--- src/rtl/sub32_iter.sv ---
// ---------------------------------------------------------------------------
// sub32_iter -- multi-cycle iterative subtractor
//
// Computes a - b one CHUNK-bit slice per clock, least-significant slice
// first, rippling the borrow (held as an inverted carry) between slices.
// On the final slice it also registers the compare flags used by the ALU's
// SUB / SLT / SLTU / branch paths. Both sides use valid/ready handshakes.
//
// Parameters
//   WIDTH      operand width (a multiple of CHUNK)
//   CHUNK      bits processed per clock; an operation takes WIDTH/CHUNK edges
//
// Ports
//   clk        clock, all state updates on the rising edge
//   rst_n      synchronous active-low reset
//   in_valid   operand pair a/b is valid
//   in_ready   unit is idle and will accept operands
//   a          minuend
//   b          subtrahend
//   out_valid  diff and flags are valid
//   out_ready  consumer accepts the result
//   diff       a - b modulo 2^WIDTH
//   borrow     a < b, unsigned
//   lt_signed  a < b, two's complement
//   eq         a == b
// ---------------------------------------------------------------------------
module sub32_iter #(
   parameter int WIDTH = 32,
   parameter int CHUNK = 8
) (
   input  logic             clk,
   input  logic             rst_n,
   input  logic             in_valid,
   output logic             in_ready,
   input  logic [WIDTH-1:0] a,
   input  logic [WIDTH-1:0] b,
   output logic             out_valid,
   input  logic             out_ready,
   output logic [WIDTH-1:0] diff,
   output logic             borrow,
   output logic             lt_signed,
   output logic             eq
);

   localparam int NCHUNK = WIDTH / CHUNK;
   localparam int KW     = (NCHUNK > 1) ? $clog2(NCHUNK) : 1;
   localparam logic [KW-1:0] K_LAST = KW'(NCHUNK - 1);

   typedef enum logic [1:0] {
      S_IDLE,
      S_RUN,
      S_DONE
   } state_t;

   state_t           state_q;
   // Captured operands are shifted right one slice per RUN edge, so the
   // slice being worked on always sits in the low CHUNK bits.
   logic [WIDTH-1:0] a_q;
   logic [WIDTH-1:0] b_q;
   // Sign bits are kept separately because the shifting copies lose them.
   logic             a_msb_q;
   logic             b_msb_q;
   logic [WIDTH-1:0] diff_q;
   logic [WIDTH-1:0] diff_d;
   logic             carry_q;
   logic             carry_d;
   logic [KW-1:0]    k_q;
   logic             out_valid_q;
   logic             borrow_q;
   logic             lt_q;
   logic             eq_q;
   logic [CHUNK:0]   chunk_sum;

   // Slice datapath: a - b == a + ~b + 1, with the +1 entering as the
   // initial carry. A carry out of the top slice means no borrow.
   // NOTE: every signal here is assigned unconditionally on every pass, so
   // the block is purely combinational and no latch can be inferred.
   always_comb begin
      chunk_sum = {1'b0, a_q[CHUNK-1:0]}
                + {1'b0, ~b_q[CHUNK-1:0]}
                + {{CHUNK{1'b0}}, carry_q};
      carry_d   = chunk_sum[CHUNK];
      // New slice enters at the top; after NCHUNK shifts slice 0 lands at
      // bit 0 and the full difference is assembled.
      diff_d    = (diff_q >> CHUNK)
                | (WIDTH'(chunk_sum[CHUNK-1:0]) << (WIDTH - CHUNK));
   end

   // NOTE: reset is sampled on the clock edge (synchronous), and all state
   // uses non-blocking assignments so every register updates from the
   // values present before the edge.
   always_ff @(posedge clk) begin
      if (!rst_n) begin
         state_q     <= S_IDLE;
         a_q         <= '0;
         b_q         <= '0;
         a_msb_q     <= 1'b0;
         b_msb_q     <= 1'b0;
         diff_q      <= '0;
         carry_q     <= 1'b0;
         k_q         <= '0;
         out_valid_q <= 1'b0;
         borrow_q    <= 1'b0;
         lt_q        <= 1'b0;
         eq_q        <= 1'b0;
      end else begin
         case (state_q)
            S_IDLE: begin
               if (in_valid) begin
                  a_q     <= a;
                  b_q     <= b;
                  a_msb_q <= a[WIDTH-1];
                  b_msb_q <= b[WIDTH-1];
                  k_q     <= '0;
                  carry_q <= 1'b1;
                  state_q <= S_RUN;
               end
            end

            S_RUN: begin
               a_q     <= a_q >> CHUNK;
               b_q     <= b_q >> CHUNK;
               diff_q  <= diff_d;
               carry_q <= carry_d;
               if (k_q == K_LAST) begin
                  state_q     <= S_DONE;
                  out_valid_q <= 1'b1;
                  borrow_q    <= ~carry_d;
                  eq_q        <= (diff_d == '0);
                  // Differing signs decide directly; otherwise the
                  // subtraction cannot overflow and the result sign decides.
                  lt_q        <= (a_msb_q != b_msb_q) ? a_msb_q : diff_d[WIDTH-1];
               end else begin
                  k_q <= k_q + 1'b1;
               end
            end

            S_DONE: begin
               // Result and flags hold until the consumer takes them.
               if (out_ready) begin
                  out_valid_q <= 1'b0;
                  state_q     <= S_IDLE;
               end
            end

            default: state_q <= S_IDLE;
         endcase
      end
   end

   assign in_ready  = (state_q == S_IDLE);
   assign out_valid = out_valid_q;
   assign diff      = diff_q;
   assign borrow    = borrow_q;
   assign lt_signed = lt_q;
   assign eq        = eq_q;

endmodule

--- config.mk ---
export PLATFORM = sky130hd
export DESIGN_NAME = sub32_iter
export DESIGN_NICKNAME = d
export VERILOG_FILES = /design/src/rtl/sub32_iter.sv
export SDC_FILE = /design/constraint.sdc
export NUM_CORES = 1
export LEC_CHECK = 0
export BUFFER_PORTS_ARGS = -buffer_cell sky130_fd_sc_hd__buf_4
export CORE_MARGIN = 5
export CORE_UTILIZATION = 58
export CTS_CLUSTER_SIZE = 12
export DETAILED_ROUTE_END_ITERATION = 6
export PLACE_DENSITY = 0.91
export SYNTH_ARGS = -nofsm -noshare
export SYNTH_HDL_FRONTEND = slang
export SYNTH_SLANG_ARGS = --single-unit
--- constraint.sdc ---
create_clock -name clk -period 5.9 [get_ports clk]
set_input_delay 0.295 -clock clk [delete_from_list [all_inputs] [get_ports clk]]
set_output_delay 0.295 -clock clk [all_outputs]
set_load 0.01 [all_outputs]
# Word level (Yosys, flattened, before mapping)
# Index checks and enable logic that the tools add are counted.
[op_classes] n_addsub=3 n_mul=0 n_div=0 magnitude_cmp=0 eq_ne=8 shift=0 mux=17 bitwise_logic=3 n_reduce_logical=10
[ops] op="case mux 32 bit (2 select lines)" count=2
[ops] op="2-to-1 mux 32 bit" count=2
[ops] op="logical NOT 32 bit" count=1
[ops] op="bitwise OR 24 x 32 -> 32 bit" count=1
[ops] op="2-to-1 mux 2 bit" count=5
[ops] op="adder 8 x 8 -> 9 bit" count=1
[ops] op="adder 9 x 1 -> 9 bit" count=1
[ops] op="AND reduction 3 bit" count=3
[ops] op="!= test 2 bit (second input constant)" count=4
[ops] op="inverter 8 bit" count=1
[ops] op="case mux 2 bit (3 select lines)" count=1
[ops] op="AND reduction 2 bit" count=3
[ops] op="equality test 2 bit (second input constant)" count=2
[ops] op="2-to-1 mux 1 bit" count=4
[ops] op="case mux 1 bit (2 select lines)" count=2
[ops] op="case mux 2 bit (2 select lines)" count=1
[ops] op="nonzero test 2 bit" count=2
[ops] op="adder 2 x 1 -> 2 bit (second input constant)" count=1
[ops] op="equality test 2 x 1 -> 1 bit (second input constant)" count=1
[ops] op="logical NOT 2 bit" count=1
[ops] op="!= test 1 bit" count=1
[ops] op="inverter 1 bit" count=1
[totals] reg_bits=107 latchBits=0 ramBits=0 rom_bits=0 input_bits=68 output_inout_bits=37 wordCells=53 mem_count=0

# Depth between registers and ports, before layout
# Gate-level depths: netlist of the first run.
[logic_depth] word_depth=5 mapped_depth=10

# Least setup slack after synthesis of the first run
# No wires, ideal clock.
[synth_timing] kind="register -> register" from="register a_q[0]" to="register eq_q, in the netlist eq" arrival_ns=1.992 required_time_ns=5.816 slack_ns=3.824 path_stages_with_launch=10 path_buffers=0 period_less_slack_ns=2.076 path_cell_list="dfxtp_1 -> inv_1 -> fa_1 -> inv_1 -> fa_1 -> nor3_1 -> nand4_1 -> nor3_1 -> nand3_1 -> o31ai_2"
[synth_between] elab_chain_len=4
[synth_lines] element="from (decl)" line="58" rtl="logic [WIDTH-1:0] a_q;"
[synth_lines] element="from (signal assigned)" line="121" rtl="a_q <= a_q >> CHUNK;"
[synth_lines] element="adder 8 x 8 -> 9 bit" line="80" rtl="+ {1'b0, ~b_q[CHUNK-1:0]}"
[synth_lines] element="adder 9 x 1 -> 9 bit" line="81" rtl="+ {{CHUNK{1'b0}}, carry_q};"
[synth_lines] element="via chunk_sum[1]" line="72" rtl="logic [CHUNK:0] chunk_sum;"
[synth_lines] element="bitwise OR 24 x 32 -> 32 bit" line="86" rtl="| (WIDTH'(chunk_sum[CHUNK-1:0]) << (WIDTH - CHUNK));"
[synth_lines] element="logical NOT 32 bit" line="129" rtl="eq_q <= (diff_d == '0);"
[synth_lines] element="to (signal assigned)" line="129"
[synth_lines] element="to (decl)" line="71" rtl="logic eq_q;"
# The timed path passes the listed nets, and every way through them passes these cells.
# A chain may end at the register's enable or synchronous reset.

# Worst setup path after layout of the first run
# Same ends and word-level chain as after synthesis.

==> impl_metrics.tcl, run 1 <==
set metrics [dict create \
    endpoint_kind "flop" \
    grt_pass1_vias 4071 \
    dieArea_sq_um 10200 \
    grtUsageMet3_pct 4.55 \
    die_w_um 101 \
    gp_congestion 0.861 \
    hold_violations 0 \
    first_pass_iters 6 \
    layout_commonest_cell "nand2_1" \
    initial_core_util_pct 59.0 \
    cp-start-kind "flop" \
    worst_ep_arrival_time_ns 2.58 \
    worstPathRequired_ns 6.19 \
    regArea_sq_um 2140 \
    final_cell_mix "nand2_1, dfxtp_1, buf_4" \
    vias_per_cell 5.69 \
    drive_gt1_share_pct 19.1 \
    synth_edf_count 0 \
    dpl.hpwl_um 7720 \
    ys_ff_latch 107 \
    grt_max_degree 115 \
    worstMarginPinSlew_ns 1.13 \
    met1_usage_pct 27.7 \
    cts_tree "yes" \
    vias 4339 \
    ys_async_sr_fraction_pct 0 \
    tns_ns 0 \
    hold_path.class "input port to flop" \
    p_leak_nw 2.78 \
    clkSinkCount 107 \
    grt_most_used_layer "met2" \
    drv_cap 0 \
    hold_buffers 0 \
    max_slew_margin_pct 24.2 \
    fin_ws_ns 3.61 \
    setup_violations 0 \
    final_area_sq_um 5790 \
    power_mw 1.63 \
    row_count 33 \
    cts_made_buffers 9 \
    ios 105 \
    place_inst 748 \
    status "finished, final reports clean" \
    track_usage_pct 22.1 \
    holdPathStages 3 \
    fin_worst_skew_ns 0.00587 \
    drc 0 \
    rsz0062_at_grt "no" \
    area_growth_pct 20.0 \
    yosysUniqueCellTypes 38 \
    fin_nets 732 \
    crit_path_start "a_q[0]$_SDFFE_PN0P_" \
    htreeDepth 3 \
    r2r-start "a_q[0]$_SDFFE_PN0P_" \
    grt-ovfl-total 0 \
    clkSlewWorstSetupHoldPaths_ns 0.09 \
    die_y_um 101 \
    fillers 643 \
    port-buffer-count 104 \
    finalCriticalPeriod_ns 2.29 \
    grtUsageMet2_pct 37.7 \
    drt_iter0_drc 278 \
    worstSetupPathType "flop to flop" \
    worstHoldStart "a[30]" \
    syn_area_sq_um 4830 \
    worstRegToRegCells 9 \
    slew_viol_final 0 \
    clock_path_buffers 2 \
    synth_nets 661 \
    ant_nets 0 \
    post-route-period-util_pct 38.8 \
    antenna_found_initial 0 \
    synthCells 583 \
    multi_input_area_sq_um 2450 \
    drt_wl_total_um 11600 \
    cts_root_buf "clkbuf_8" \
    fp.coreArea_sq_um 8180 \
    cts_setup_buffers 0 \
    power_per_cell_area_nw_per_um2 282 \
    fin_cells 763 \
    ys.flop_type "dfxtp_1" \
    yosysSeqAreaShare_pct 44.4 \
    crit_fanout 2 \
    fmax_ghz 0.437 \
    synth.avg_cell_area_sq_um 8.28 \
    diodes 0 \
    place_area_sq_um 5560 \
    clock_latency_ns 0.37 \
    peakVddDrop_mv 0.147 \
    grt_first_pass_wirelength_um 18500 \
    avgRoutedWirePerCell_um 15.2 \
    dp_worst_setup_slack_ns 3.65 \
    ys.warnings.count 0 \
    ctsResizeCount 0 \
]
==> kinds of logic after synthesis <==
family                     after synthesis  synth area share (%)
AOI/OAI and AO/OA                      130                  22.2
DFF                                    107                  44.4
adders and majority gates               10                  2.90
and+or+nand+nor                        270                  24.0
xor gates and xnor gates                 6                  1.09
muxes                                    1                 0.207
buffers and inverters                   59                  5.24
==> critical path, cell delays in order, from the launching register on <==
cell,delay [ns]
dfxtp_1,0.33
inv_1,0.06
fa_1,0.43
inv_1,0.08
fa_1,0.42
nor3_1,0.20
nand4_1,0.11
nor3_1,0.22
nand3_1,0.12
o31ai_2,0.22
==> layer usage <==
layer,share of wire (%),vias up,wire length (um)
li1,-,2148,-
met1,43,2018,4980
met2,48,145,5570
met3,6.2,28,723
met4,2.6,0,303
met5,0,-,0
==> flip-flops by register name, indices dropped and copies added (netlist names) <==
signal and cells:
diff 32, state_q 2, a_q 32, b_q 32, out_valid 1, k_q 2, carry_q 1, borrow 1
lt_signed 1, eq 1, a_msb_q 1, b_msb_q 1
==> synthesized netlist by cell type, types with 2 or more instances <==
cell | number | area [sq um]
nor2_1 | 9 | 33.8
nor3_1 | 5 | 25.0
xnor2_1 | 4 | 35.0
nand2_1 | 171 | 642
buf_1 | 4 | 15.0
nor2b_1 | 5 | 31.3
o211ai_1 | 8 | 60.1
nor4_1 | 5 | 31.3
and2_1 | 7 | 43.8
buf_4 | 2 | 15.0
ha_1 | 8 | 100
fa_1 | 2 | 40.0
o21ai_1 | 2 | 10.0
dfxtp_1 | 107 | 2140
nand2b_1 | 2 | 12.5
inv_1 | 13 | 48.8
buf_2 | 19 | 95.1
a21boi_0 | 44 | 330
clkbuf_1 | 21 | 78.8
o21ai_0 | 9 | 45.0
xor2_1 | 2 | 17.5
o211a_1 | 50 | 500
o21a_1 | 2 | 15.0
nand3_1 | 63 | 315
a21oi_1 | 6 | 30.0
==> final cells by class <==
type	instances	share of cell area, %
multi-input cells	417	42.2
well taps	105	2.27
inverters	13	0.842
clock buffers	10	2.20
flip-flops and latches	107	37.0
clock inverters	5	1.77
repair buffers	106	13.7
==> power by group <==
| group | internal (mW) | switching [mW] | total, mW | leakage (nW) |
|---|---|---|---|---|
| sequential | 0.771 | 0.0345 | 0.805 | 0.878 |
| clock | 0.279 | 0.239 | 0.519 | 0.112 |
| combinational | 0.141 | 0.170 | 0.311 | 1.79 |
==> through the flow <==
step / hold WS (ns) / utilization, %
floorplan: 0.440 / -
global placement: 0.455 / 68.1
detailed placement: 0.465 / 68.1
CTS: 0.182 / 70.9
global route: 0.178 / 70.9
finish: 0.177 / 70.9
==> path summary, 6_finish.rpt <==
kind	end	slack (ns)
max	eq$_SDFFE_PN0P_	3.61
min	a_q[30]$_SDFFE_PN0P_	0.18
max reg2reg	eq$_SDFFE_PN0P_	3.61
min reg2reg	diff[6]$_SDFFE_PN0P_	0.48
Power figures use the tool's default switching activity.
==> run 2, diff against run 1 <==
--- a/config.mk
+++ b/config.mk
@@ -7,10 +7,10 @@
 export LEC_CHECK = 0
 export BUFFER_PORTS_ARGS = -buffer_cell sky130_fd_sc_hd__buf_4
 export CORE_MARGIN = 5
-export CORE_UTILIZATION = 58
+export CORE_UTILIZATION = 49
 export CTS_CLUSTER_SIZE = 12
 export DETAILED_ROUTE_END_ITERATION = 6
-export PLACE_DENSITY = 0.91
+export PLACE_DENSITY = 0.83
 export SYNTH_ARGS = -nofsm -noshare
 export SYNTH_HDL_FRONTEND = slang
 export SYNTH_SLANG_ARGS = --single-unit
==> constraint.sdc (replaced) <==
create_clock -name clk -period 2 [get_ports clk]
set_input_delay 0.1 -clock clk [delete_from_list [all_inputs] [get_ports clk]]
set_output_delay 0.1 -clock clk [all_outputs]
set_load 0.01 [all_outputs]
==> run 2 against run 1 <==
  * The run now ends with negative setup slack left
  * Largest cell class unchanged
  * Critical path depth is the same
  * Clock power grew 140%
  * Highest routed layer unchanged
  * First-iteration DRC count grew 17%
  * Sequential power grew to 3.0 times the previous value
  * Total power grew to 2.8 times the previous value
  * Non-clock buffer count grew 24
==> impl_metrics.tcl, run 2 (synthesized netlist as in run 1, its figures left out) <==
set metrics [dict create \
    met1Wirelength_um 5100 \
    diodes 0 \
    row_count 36 \
    top_layer "met4" \
    grt-ovfl-total 0 \
    endpoint_kind "flop" \
    die_w_um 109 \
    worst_ep_arrival_time_ns 2.40 \
    worstMarginPinSlew_ns 0.414 \
    cts_root_buf "clkbuf_8" \
    drive_gt1_share_pct 21.8 \
    setup_violations 5 \
    drv_cap 0 \
    clkSinkCount 107 \
    cts_tree "yes" \
    status "complete, but fails checks" \
    first_pass_iters 5 \
    swShare_pct 30.1 \
    antenna_found_initial 0 \
    final_util_pct 63.1 \
    worstSetupPathType "flop to flop" \
    ant_nets 0 \
    fin_nets 756 \
    dr_wl_met3_um 636 \
    switchingPower_mw 1.40 \
    die_y_um 109 \
    drt_iter0_drc 324 \
    vias_per_cell 5.31 \
    gp_congestion 0.923 \
    met2WireLength_um 5850 \
    post-route-period-util_pct 106 \
    power_per_cell_area_nw_per_um2 763 \
    p_clk_share_pct 27.1 \
    worstPathRequired_ns 2.28 \
    p_leak_nw 2.90 \
    hold-worst-slack_ns 0.0419 \
    htreeDepth 3 \
    hold_path.class "input port to flop" \
    track_usage_pct 19.8 \
    p_comb_share_pct 21.8 \
    drt_wl_total_um 11700 \
    finalCriticalPeriod_ns 2.11 \
    fin_cells 816 \
    clock_latency_ns 0.37 \
    layout_commonest_cell "nand2_1" \
    area_growth_pct 26.6 \
    place_inst 784 \
    crit_fanout 2 \
    hold_violations 0 \
    cts_made_buffers 9 \
    initial_core_util_pct 49.8 \
    fin_worst_skew_ns 0.0154 \
    peakVddDrop_mv 0.440 \
    power_mw 4.66 \
    pwr-share-seq_pct 51.1 \
    grt_max_degree 109 \
    clock_path_buffers 2 \
    drc 0 \
    grt_first_pass_wirelength_um 19100 \
    fp.coreArea_sq_um 9680 \
    vias 4335 \
    violations "negative setup slack" \
    worstHoldStart "a[31]" \
    r2r-start "carry_q$_SDFFE_PN0P_" \
    max_slew_margin_pct 72.4 \
    ios 105 \
    rsz0062_at_grt "yes" \
    port-buffer-count 104 \
    slew_viol_final 0 \
    fin_ws_ns -0.112 \
    grt_pass1_vias 4114 \
    intPower_mw 3.26 \
    dpl.hpwl_um 7880 \
    avgRoutedWirePerCell_um 14.3 \
    final_cell_mix "nand2_1, buf_4, dfxtp_1" \
    clkSlewWorstSetupHoldPaths_ns 0.11 \
    crit_path_start "carry_q$_SDFFE_PN0P_" \
    dieArea_sq_um 11900 \
    cp-start-kind "flop" \
    fmax_ghz 0.474 \
]
-- run 2: cell types whose count changed in the layout (fill, tap and decap cells not counted), sizes merged --
cell / change
clkbuf: -1
bufinv: -3
inv: +3
clkinvlp: -1
buf: +8
dlygate4sd3: +16
clkinv: +3
-- run 2: worst paths after layout --
| kind | endpoint | slack [ns] | cells after the start |
|---|---|---|---|
| worst max register to register | eq$_SDFFE_PN0P_ | -0.11 | 9 |
| worst min register to register | diff[6]$_SDFFE_PN0P_ | 0.47 | 2 |
| worst max-delay path | eq$_SDFFE_PN0P_ | -0.11 | 9 |
| worst min-delay path | a_msb_q$_SDFFE_PN0P_ | 0.04 | 3 |
-- run 2: stage by stage --
step | setup TNS [ns] | area (sq um) | setup WS [ns]
floorplan | -0.0140 | 4830 | -0.0140
global placement | -0.195 | 5710 | -0.0983
detailed placement | -0.665 | 5710 | -0.193
CTS | -0.484 | 6090 | -0.120
global route | -1.10 | 6110 | -0.282
finish | -0.378 | 6110 | -0.112
-- run 2: critical path: stages, from the launching register on --
cell	delay, ns
dfxtp_2	0.34
inv_2	0.04
fa_2	0.39
inv_2	0.07
fa_2	0.45
nor3_2	0.14
nand4_1	0.13
nor3_2	0.16
nand3_1	0.11
o31ai_2	0.21
-- run 2: layer usage --
layer  vias up  global-route usage [%]
met5         -                       0
met4         0                    3.03
met3         8                    4.44
met2       118                    34.0
met1      2020                    26.1
li1       2189                       -
-- run 2: final cells by class --
class	count	area (sq um)
fillers	814	3570
clock buffers	9	124
inverters	13	48.8
clock inverters	7	70.1
well taps	133	166
repair buffers	130	1070
flip-flops and latches	107	2140
multi-input cells	417	2490
-- run 2: what timing repair did --
action                                  in CTS  in global routing
hold buffers                                16                  0
hold endpoints to repair                    16                  0
setup buffers                                0                  0
resized for setup                            9                  6
pin swaps                                    7                  7
endpoints found under the setup margin       5                  6
-- run 2: power by group through the flow --
stage / sequential [mW] / clock, mW / combinational, mW
finish: 2.38 / 1.26 / 1.02
global route: 2.40 / 1.40 / 1.13
CTS: 2.38 / 1.31 / 0.984
detailed placement: 2.43 / 0 / 0.935
global placement: 2.42 / 0 / 0.905
floorplan: 2.41 / 0 / 0.620
==> run 3, diff against run 2 <==
--- a/config.mk
+++ b/config.mk
@@ -6,11 +6,14 @@
 export NUM_CORES = 1
 export LEC_CHECK = 0
 export BUFFER_PORTS_ARGS = -buffer_cell sky130_fd_sc_hd__buf_4
+export CELL_PAD_IN_SITES_DETAIL_PLACEMENT = 0
+export CELL_PAD_IN_SITES_GLOBAL_PLACEMENT = 1
 export CORE_MARGIN = 5
-export CORE_UTILIZATION = 49
+export CORE_UTILIZATION = 36
 export CTS_CLUSTER_SIZE = 12
 export DETAILED_ROUTE_END_ITERATION = 6
 export PLACE_DENSITY = 0.83
+export SETUP_SLACK_MARGIN = 0.2
 export SYNTH_ARGS = -nofsm -noshare
 export SYNTH_HDL_FRONTEND = slang
 export SYNTH_SLANG_ARGS = --single-unit
==> run 3 against run 2 <==
  * The flow still finishes with violations (negative setup slack)
  * Utilization down 16 points
  * Combinational power about the same
  * Clock power up 43%
  * Sequential power about the same
  * Critical endpoint unchanged
  * Largest power group unchanged
  * Highest routed layer unchanged
==> impl_metrics.tcl, run 3 (synthesized netlist as in run 1, its figures left out) <==
set metrics [dict create \
    avgRoutedWirePerCell_um 14.3 \
    cp_common_cell "buf_4" \
    max_slew_margin_pct 72.1 \
    initial_core_util_pct 36.6 \
    first_pass_iters 5 \
    crit_fanout 3 \
    worstRegToRegCells 10 \
    die_w_um 126 \
    worst_r2r_endpoint "eq$_SDFFE_PN0P_" \
    fin_nets 751 \
    rsz0062_at_grt "yes" \
    clock_latency_ns 0.35 \
    grt_max_degree 109 \
    dpl.hpwl_um 8440 \
    cts_made_buffers 9 \
    fin_cells 853 \
    fin_worst_skew_ns 0.0109 \
    r2r-start "carry_q$_SDFFE_PN0P_" \
    min_to "b_q[30]$_SDFFE_PN0P_" \
    grt_first_pass_wirelength_um 19800 \
    final_cell_mix "nand2_1, buf_4, dfxtp_1" \
    worstPathRequired_ns 2.24 \
    r2r_setup_slack_ns -0.11 \
    max_stage_delay_ns 0.41 \
    fp.coreArea_sq_um 13200 \
    worstMarginPinSlew_ns 0.418 \
    row_count 42 \
    cts_tree "yes" \
    worstHoldStart "b[30]" \
    regArea_sq_um 2150 \
    power_per_cell_area_nw_per_um2 837 \
    drt_iter0_drc 259 \
    violations "negative setup slack" \
    dp_worst_setup_slack_ns -0.101 \
    status "complete, but fails checks" \
    dieArea_sq_um 15800 \
    place_inst 827 \
    p_leak_nw 2.93 \
    finalCriticalPeriod_ns 2.11 \
    area_growth_pct 28.9 \
    vias 4286 \
    cts_root_buf "clkbuf_16" \
    gp_congestion 0.812 \
    hold_path.class "input port to flop" \
    final_util_pct 47.2 \
    drt_wl_total_um 12200 \
    drive_gt1_share_pct 22.2 \
    hold_violations 0 \
    place_area_sq_um 5800 \
    endpoint_kind "flop" \
    htreeDepth 3 \
    clkSlewWorstSetupHoldPaths_ns 0.08 \
    vias_per_cell 5.02 \
    slew_viol_final 0 \
    worst_ep_arrival_time_ns 2.35 \
    ant_nets 0 \
    post-route-period-util_pct 105 \
    cp-start-kind "flop" \
    grt_pass1_vias 4092 \
    peakVddDrop_mv 0.458 \
    path_cells "inv_2 > fa_2 > buf_4 > buf_6 > nor2b_4 > o311ai_1 > a31oi_1 > xor2_1 > buf_4 > o31ai_2" \
    hold-worst-slack_ns 0.0114 \
    grt-ovfl-total 0 \
    clock_path_buffers 2 \
    fmax_ghz 0.475 \
    port-buffer-count 104 \
    die_y_um 126 \
    track_usage_pct 15.1 \
    final_area_sq_um 6220 \
    fin_ws_ns -0.106 \
    layout_commonest_cell "nand2_1" \
    worstSetupPathType "flop to flop" \
    setup_violations 4 \
    critPathSlowestCell "fa_2" \
    power_mw 5.21 \
    fillers 1283 \
    clkSinkCount 107 \
    holdPathStages 3 \
    antenna_found_initial 0 \
    drc 0 \
    drv_cap 0 \
    multi_input_area_sq_um 2480 \
    diodes 0 \
    tns_ns -0.284 \
    ios 105 \
]
==> run 3: cell count changes in the layout (fill, tap and decap cells not counted), moves of 2 or more <==
cell	previous run	this run
buf_12	4	6
clkinv_4	2	0
xnor2_2	2	0
clkbuf_16	0	9
clkbuf_8	9	0
dlygate4sd3_1	16	7
xnor2_1	2	4
==> run 3: report_power, final <==
part / leakage [nW] / total [mW] / internal [mW] / switching (mW)
sequential: 0.879 / 2.38 / 2.28 / 0.107
clock: 0.144 / 1.80 / 0.980 / 0.817
combinational: 1.91 / 1.03 / 0.505 / 0.521
total: 2.93 / 5.21 / 3.76 / 1.44
==> run 3: worst max-delay path, delay by kind of cell, from the launching register on <==
| kind | cells | cell delay (ns) |
|---|---|---|
| simple gates | 1 | 0.12 |
| compound gates | 3 | 0.36 |
| buf+inv | 4 | 0.48 |
| fa+ha+maj | 1 | 0.41 |
| xor+xnor | 1 | 0.30 |
| flops | 1 | 0.33 |
==> run 3: metal layers <==
metal / share of wire [%] / wire (um) / vias to the layer above / GRT usage [%]
li1: - / - / 2185 / -
met1: 45 / 5560 / 1990 / 19.5
met3: 5.3 / 653 / 10 / 4.45
met5: 0 / 0 / - / 0
met4: 0.79 / 97 / 0 / 3.22
met2: 48 / 5920 / 101 / 25.3
==> run 3: timing repair <==
action                                 4_1_cts  5_1_grt
resized for setup                            5        3
hold buffers                                 7        0
setup endpoints to repair                    7        9
endpoints found under the hold margin        7        0
buffers inserted                             1        3
pin swaps                                   10        7
==> run 3: how the worst max path moves through the flow <==
stage	start	endpoint	slack [ns]	cells past startpoint
floorplan	a_q[0]$_SDFFE_PN0P_	diff[30]$_SDFFE_PN0P_	0.06	10
global placement	a_q[0]$_SDFFE_PN0P_	eq$_SDFFE_PN0P_	-0.04	9
detailed placement	a_q[0]$_SDFFE_PN0P_	eq$_SDFFE_PN0P_	-0.10	9
CTS	carry_q$_SDFFE_PN0P_	eq$_SDFFE_PN0P_	-0.07	9
global route	carry_q$_SDFFE_PN0P_	diff[30]$_SDFFE_PN0P_	-0.22	10
finish	carry_q$_SDFFE_PN0P_	eq$_SDFFE_PN0P_	-0.11	10
==> run 3: final cells by class <==
class	count	area share, %
multi-input combinational	417	39.8
sequential	107	34.5
timing repair buffer	125	16.6
clock buffer	9	3.62
tap	176	3.54
clock inverter	6	1.15
inverter	13	0.784
